===== src/rtl/fifo_rd_prefetch_pkg.sv =====
// -----------------------------------------------------------------------------
// fifo_rd_prefetch_pkg
// Shared defaults and helpers for the FIFO read-prefetch block.
//   DAT_WIDTH_DEF : data word width (26-bit FIFO envelope)
//   BUF_DEPTH_DEF : number of output buffer entries (legal 2..8)
//   CNT_WIDTH_DEF : width of the delivered-word counter
//   ptr_width()   : width of a circular pointer into a buffer of given depth
// -----------------------------------------------------------------------------
package fifo_rd_prefetch_pkg;

   localparam int DAT_WIDTH_DEF = 26;
   localparam int BUF_DEPTH_DEF = 3;
   localparam int CNT_WIDTH_DEF = 16;

   // Pointer width for a buffer of 'depth' entries; never narrower than 1 bit.
   function automatic int ptr_width(input int depth);
      return (depth < 2) ? 1 : $clog2(depth);
   endfunction

endpackage : fifo_rd_prefetch_pkg


===== src/rtl/fifo_rd_prefetch_regfile.sv =====
// -----------------------------------------------------------------------------
// fifo_rd_prefetch_regfile
// Output buffer storage: BUF_DEPTH entries with circular write and read
// pointers, one synchronous write port and one registered-array read port.
// Ports:
//   clk      : clock, rising edge
//   reset    : synchronous active-high reset (clears entries and pointers)
//   clear    : synchronous pointer clear (flush); entries are left as-is
//   wr_en    : write wr_data at the write pointer and advance it
//   wr_data  : word to store
//   rd_adv   : advance the read pointer (head word consumed)
//   rd_data  : entry at the read pointer
// -----------------------------------------------------------------------------
module fifo_rd_prefetch_regfile
   import fifo_rd_prefetch_pkg::*;
#(
   parameter int DAT_WIDTH = DAT_WIDTH_DEF,
   parameter int BUF_DEPTH = BUF_DEPTH_DEF
) (
   input  logic                 clk,
   input  logic                 reset,
   input  logic                 clear,
   input  logic                 wr_en,
   input  logic [DAT_WIDTH-1:0] wr_data,
   input  logic                 rd_adv,
   output logic [DAT_WIDTH-1:0] rd_data
);

   localparam int               PTR_W = ptr_width(BUF_DEPTH);
   localparam logic [PTR_W-1:0] LAST  = PTR_W'(BUF_DEPTH - 1);

   logic [DAT_WIDTH-1:0] mem [BUF_DEPTH];
   logic [PTR_W-1:0]     wr_ptr;
   logic [PTR_W-1:0]     rd_ptr;

   // Depth need not be a power of two, so wrap explicitly at the last entry.
   function automatic logic [PTR_W-1:0] ptr_next(input logic [PTR_W-1:0] p);
      return (p == LAST) ? '0 : p + 1'b1;
   endfunction

   // NOTE: the entries are reset on purpose -- out_data is read straight from
   // the array and must read zero while reset is held. Flush only clears the
   // pointers, since stale entries are hidden behind out_valid.
   always_ff @(posedge clk) begin
      if (reset) begin
         for (int i = 0; i < BUF_DEPTH; i++) begin
            mem[i] <= '0;
         end
      end else if (wr_en && !clear) begin
         mem[wr_ptr] <= wr_data;
      end
   end

   // NOTE: sequential state is assigned only with non-blocking (<=) so every
   // register samples pre-edge values regardless of statement order.
   always_ff @(posedge clk) begin
      if (reset || clear) begin
         wr_ptr <= '0;
         rd_ptr <= '0;
      end else begin
         if (wr_en)  wr_ptr <= ptr_next(wr_ptr);
         if (rd_adv) rd_ptr <= ptr_next(rd_ptr);
      end
   end

   // Mux of registers only: no combinational path from wr_data to rd_data.
   assign rd_data = mem[rd_ptr];

endmodule : fifo_rd_prefetch_regfile


===== src/rtl/fifo_rd_prefetch_a26.sv =====
// -----------------------------------------------------------------------------
// fifo_rd_prefetch_a26
// Read-side prefetcher for a FIFO envelope whose RAM data arrives one cycle
// after the read strobe. Words are prefetched into a small output buffer and
// presented downstream with a valid/ready handshake.
// Ports:
//   clk          : clock, rising edge
//   reset        : synchronous active-high reset
//   fifo_empty   : upstream FIFO empty flag
//   fifo_rd_op   : read strobe to the FIFO (one word popped per high cycle)
//   fifo_rd_data : RAM read data, valid the cycle after fifo_rd_op
//   flush        : discard all buffered and in-flight words
//   out_valid    : out_data holds a valid word
//   out_ready    : downstream accepts the word
//   out_data     : head word of the buffer
//   buf_count    : occupied buffer entries
//   out_cnt      : completed output handshakes (wraps)
// -----------------------------------------------------------------------------
module fifo_rd_prefetch_a26
   import fifo_rd_prefetch_pkg::*;
#(
   parameter int DAT_WIDTH = DAT_WIDTH_DEF,
   parameter int BUF_DEPTH = BUF_DEPTH_DEF,
   parameter int CNT_WIDTH = CNT_WIDTH_DEF
) (
   input  logic                             clk,
   input  logic                             reset,
   input  logic                             fifo_empty,
   output logic                             fifo_rd_op,
   input  logic [DAT_WIDTH-1:0]             fifo_rd_data,
   input  logic                             flush,
   output logic                             out_valid,
   input  logic                             out_ready,
   output logic [DAT_WIDTH-1:0]             out_data,
   output logic [$clog2(BUF_DEPTH+1)-1:0]   buf_count,
   output logic [CNT_WIDTH-1:0]             out_cnt
);

   localparam int            CW      = $clog2(BUF_DEPTH + 1);
   localparam logic [CW:0]   OCC_MAX = (CW + 1)'(BUF_DEPTH);
   localparam logic [CW-1:0] FULL    = CW'(BUF_DEPTH);

   if (BUF_DEPTH < 2 || BUF_DEPTH > 8) begin : g_depth_check
      $error("fifo_rd_prefetch_a26: BUF_DEPTH must be in 2..8");
   end

   logic [CW-1:0] count;
   logic          inflight;
   logic [CW:0]   occupancy;
   logic          wr_en;
   logic          pop;

   // Reserve an entry for the word still in flight so the buffer can never
   // be overrun; out_ready is deliberately absent from this path.
   assign occupancy  = {1'b0, count} + {{CW{1'b0}}, inflight};
   assign fifo_rd_op = !fifo_empty && !flush && !reset && (occupancy < OCC_MAX);

   assign wr_en     = inflight && !flush;
   assign out_valid = (count != '0);
   assign pop       = out_valid && out_ready && !flush;
   assign buf_count = count;

   always_ff @(posedge clk) begin
      if (reset) begin
         count    <= '0;
         inflight <= 1'b0;
         out_cnt  <= '0;
      end else if (flush) begin
         // Handshake counter survives a flush; only buffer state is dropped.
         count    <= '0;
         inflight <= 1'b0;
      end else begin
         inflight <= fifo_rd_op;
         case ({wr_en, pop})
            2'b10:   count <= count + 1'b1;
            2'b01:   count <= count - 1'b1;
            default: count <= count;
         endcase
         if (pop) out_cnt <= out_cnt + 1'b1;
      end
   end

   fifo_rd_prefetch_regfile #(
      .DAT_WIDTH (DAT_WIDTH),
      .BUF_DEPTH (BUF_DEPTH)
   ) u_regfile (
      .clk     (clk),
      .reset   (reset),
      .clear   (flush),
      .wr_en   (wr_en),
      .wr_data (fifo_rd_data),
      .rd_adv  (pop),
      .rd_data (out_data)
   );

   // A write arriving while every entry is occupied means the read-ahead
   // accounting above is broken.
   a_no_overflow : assert property (@(posedge clk) disable iff (reset)
      !(wr_en && (count == FULL)));

endmodule : fifo_rd_prefetch_a26


===== config.mk =====
export PLATFORM = sky130hd
export DESIGN_NAME = fifo_rd_prefetch_a26
export DESIGN_NICKNAME = d
export VERILOG_FILES = /design/src/rtl/fifo_rd_prefetch_pkg.sv /design/src/rtl/fifo_rd_prefetch_regfile.sv /design/src/rtl/fifo_rd_prefetch_a26.sv
export SDC_FILE = /design/constraint.sdc
export NUM_CORES = 1
export LEC_CHECK = 0
export ABC_CLOCK_PERIOD_IN_PS = 2200
export BUFFER_PORTS_ARGS = -buffer_cell sky130_fd_sc_hd__buf_2
export CAP_MARGIN = 20
export CORE_ASPECT_RATIO = 1.1
export CORE_UTILIZATION = 50
export DETAILED_ROUTE_END_ITERATION = 10
export MAX_ROUTING_LAYER = met4
export PLACE_DENSITY_LB_ADDON = 0.12
export SLEW_MARGIN = 20
export SYNTH_ARGS = -nofsm -noshare
export SYNTH_HDL_FRONTEND = slang
export SYNTH_HIERARCHICAL = 1
export SYNTH_SLANG_ARGS = --single-unit

===== constraint.sdc =====
create_clock -name clk -period 2.2 [get_ports clk]
set_input_delay 0.22 -clock clk [delete_from_list [all_inputs] [get_ports clk]]
set_output_delay 0.22 -clock clk [all_outputs]
set_load 0.01 [all_outputs]

==> reports/summary.txt <==
Endpoint of the worst hold path: u_regfile/mem[3][18]$_DFFE_PP_
Buffer type at the clock tree root: sky130_fd_sc_hd__clkbuf_16
Outcome: complete, no violations
Maximum clock frequency: 483 MHz
Final-layout worst hold slack: 12.1 ps
Relative area change from synthesis to final layout: 24.0%
Ports: 77
Remaining routing DRC violations: 0
Sequential fraction of the synthesis area: 0.664
Share of async-settable or async-resettable flops after synthesis: 0
Maximum fanout encountered on the critical timing path: 5
Via count of the first global-routing pass: 3616
End of the worst register-to-register path: out_cnt[14]$_SDFFE_PP0P_
Clock tree from TritonCTS: built
Most common cell after layout, fill and taps aside: sky130_fd_sc_hd__edfxtp_1
Register-to-Register Path Depth: 5
LEAKAGE: 2.48 nW
Setup violation total in the final timing report: 0
Layout cells sized above 1: 0.308
WS Path Type: flop to primary output
Global routing usage summed across all routing layers: 0.221
Filler cells: 823
Routed via count: 3422
Top library cells by usage in the layout, fill and taps aside: 104 x sky130_fd_sc_hd__edfxtp_1, 85 x sky130_fd_sc_hd__nor2_1, 76 x sky130_fd_sc_hd__buf_2
Post-synthesis cell count: 385
Reg2Reg Launch Point: out_cnt[0]$_SDFFE_PP0P_
Predominant post-synthesis flop cell: sky130_fd_sc_hd__edfxtp_1
Effective utilization at floorplan: 0.520
Number of warning messages in the yosys log: 6
Setup TNS Final: 0 ps
Syn Nets: 420
Max_cap viols: 0
Minimum clock period after layout: 2070 ps
Setup clock skew after layout: 5.55 ps
RSZ-0062 raised after global routing: false
Cts repair resizes: 0
Final nets: 525
Final HPWL from detailed placement: 6710 um
FP Rows: 39
Final slew viol count: 0
Routability congestion estimate: 0.716
Average detailed-routed wire length per instance: 16.8 um
Grt total ovfl: 0
Die outline width: 102 um
Number of vias per cell after detailed routing: 5.29
Reg clk slew, reported paths: 50 ps
CTS sink count: 129
Final critical-path share of the clock period: 0.941
Wire length of the first global-routing pass: 18000 um
DRT iter0 DRCs: 198
Post-layout power: 5.59 mW
Hold Vio Cnt, Final: 0
Critical path required time: 1980 ps
Kind of launch point of the worst setup path: flop
Distinct cell type count after synthesis: 36
Antenna violations before repair: 1
Later-pin clock latency in the skew report: 400 ps
Die Ht: 112 um
Arrival time at the worst endpoint: 1850 ps
Largest voltage drop on the vdd net: 439 uV
Max Root-Sink Buffers: 2
Number of flip-flops and latches in the synthesized netlist: 129
Post CTS Setup Buffer Count: 0
Count of input and output buffers: 76
Worst max-slew margin expressed relative to the limit: 0.687
Transition time at the pin with the least slew margin: 470 ps
Total number of H-tree levels: 4
PwrDens: 825 nW/um^2
Pin count of the biggest net entering global routing: 27
Inserted Clock Buffers: 17
Drt first pass iters: 4
Hold/Removal Path Class: input port to flop
Minimum setup slack among reg-to-reg paths: 240 ps
Number of flops mapped to enable cells by yosys: 104
Total routed wirelength: 10900 um
Worst hold path startpoint: fifo_rd_data[18]
Instance count along the most critical hold path: 1
Number of nets with antenna violations after detailed routing: 0
Mean instance size in the synthesized netlist: 14.2 um^2
Netlist Area Pre-Place: 5460 um^2
Utilization after layout: 0.646
Element type at the critical path end: primary output
Area of the placeable core: 10500 um^2
Full die area: 11300 um^2
-- cell families after synthesis --
kind of cell,after synthesis,share of synthesized area
and+or+nand+nor,165,0.154
DFF,129,0.664
AOI/OAI and AO/OA,26,0.0257
buffers and inverters,26,0.0261
muxes,26,0.107
xor gates and xnor gates,9,0.0144
adders and majority gates,4,0.00917
-- Yosys cell counts (all sizes together) (5+ instances only) --
cell | instances | share of area
a21oi | 16 | 0.015
buf | 17 | 0.020
clkbuf | 6 | 0.0044
dfxtp | 25 | 0.092
edfxtp | 104 | 0.57
mux4 | 26 | 0.11
nand2 | 5 | 0.0034
nand2b | 36 | 0.043
nor2 | 88 | 0.061
o21ai | 6 | 0.0055
or3 | 6 | 0.0069
or4 | 6 | 0.0082
xnor2 | 8 | 0.013
-- where the power goes --
group	leakage [nW]	total, mW	switching [mW]	internal [mW]
clock	0.289	2.66	0.947	1.72
sequential	1.25	2.70	0.0147	2.68
combinational	0.942	0.226	0.122	0.104
-- critical path, stage by stage, from the launching register on --
cell	delay, ps
sky130_fd_sc_hd__dfxtp_1	360
sky130_fd_sc_hd__ha_1	220
sky130_fd_sc_hd__ha_1	170
sky130_fd_sc_hd__or4_1	420
sky130_fd_sc_hd__a21oi_1	130
sky130_fd_sc_hd__buf_2	140
-- registers in the layout, indices dropped and copies added, names as in the netlist, named ones only --
signal            flops
out_cnt              16
inflight              1
u_regfile/rd_ptr      2
u_regfile/mem       104
buf_count             2
u_regfile/wr_ptr      2
-- worst max path at each step --
| stage | start | endpoint | slack, ps | depth (start not counted) |
|---|---|---|---|---|
| floorplan | inflight$_SDFF_PP0_ | u_regfile/mem[3][0]$_DFFE_PP_ | 60 | 4 |
| global placement | out_cnt[0]$_SDFFE_PP0P_ | out_cnt[14]$_SDFFE_PP0P_ | 300 | 5 |
| detailed placement | out_cnt[0]$_SDFFE_PP0P_ | out_cnt[14]$_SDFFE_PP0P_ | 250 | 5 |
| CTS | buf_count[0]$_SDFFE_PP0P_ | fifo_rd_op | 100 | 5 |
| global route | buf_count[0]$_SDFFE_PP0P_ | fifo_rd_op | 30 | 5 |
| finish | buf_count[0]$_SDFFE_PP0P_ | fifo_rd_op | 130 | 5 |
-- routing by layer --
layer	routed length (um)	vias to the layer above	GRT usage
met1	4680	1678	0.275
li1	-	1638	-
met3	665	9	0.0628
met4	112	0	0.0841
met2	5440	97	0.341
met5	0	-	-
-- layout make-up --
class,count,area (um^2),share of cell area
multi-input combinational,230,1700,0.251
clock buffer,29,562,0.0829
timing repair buffer,109,681,0.100
sequential,129,3620,0.535
inverter,3,11.3,0.00166
antenna,1,2.50,0.000369
clock inverter,3,16.3,0.00240
tap,143,179,0.0264
-- what timing repair did --
item | CTS | global route
endpoints found under the hold margin | 16 | 0
hold buffers | 16 | 0
endpoints found under the setup margin | 0 | 0
-- through the flow --
step	worst slack, ps	instances	area, um^2
6_report	129	647	6770
5_1_grt	29.5	647	6770
4_1_cts	97.2	646	6770
3_5_place_dp	249	598	6030
3_3_place_gp	296	598	6030
2_1_floorplan	58.7	385	5460
Power figures use the tool's default switching activity.
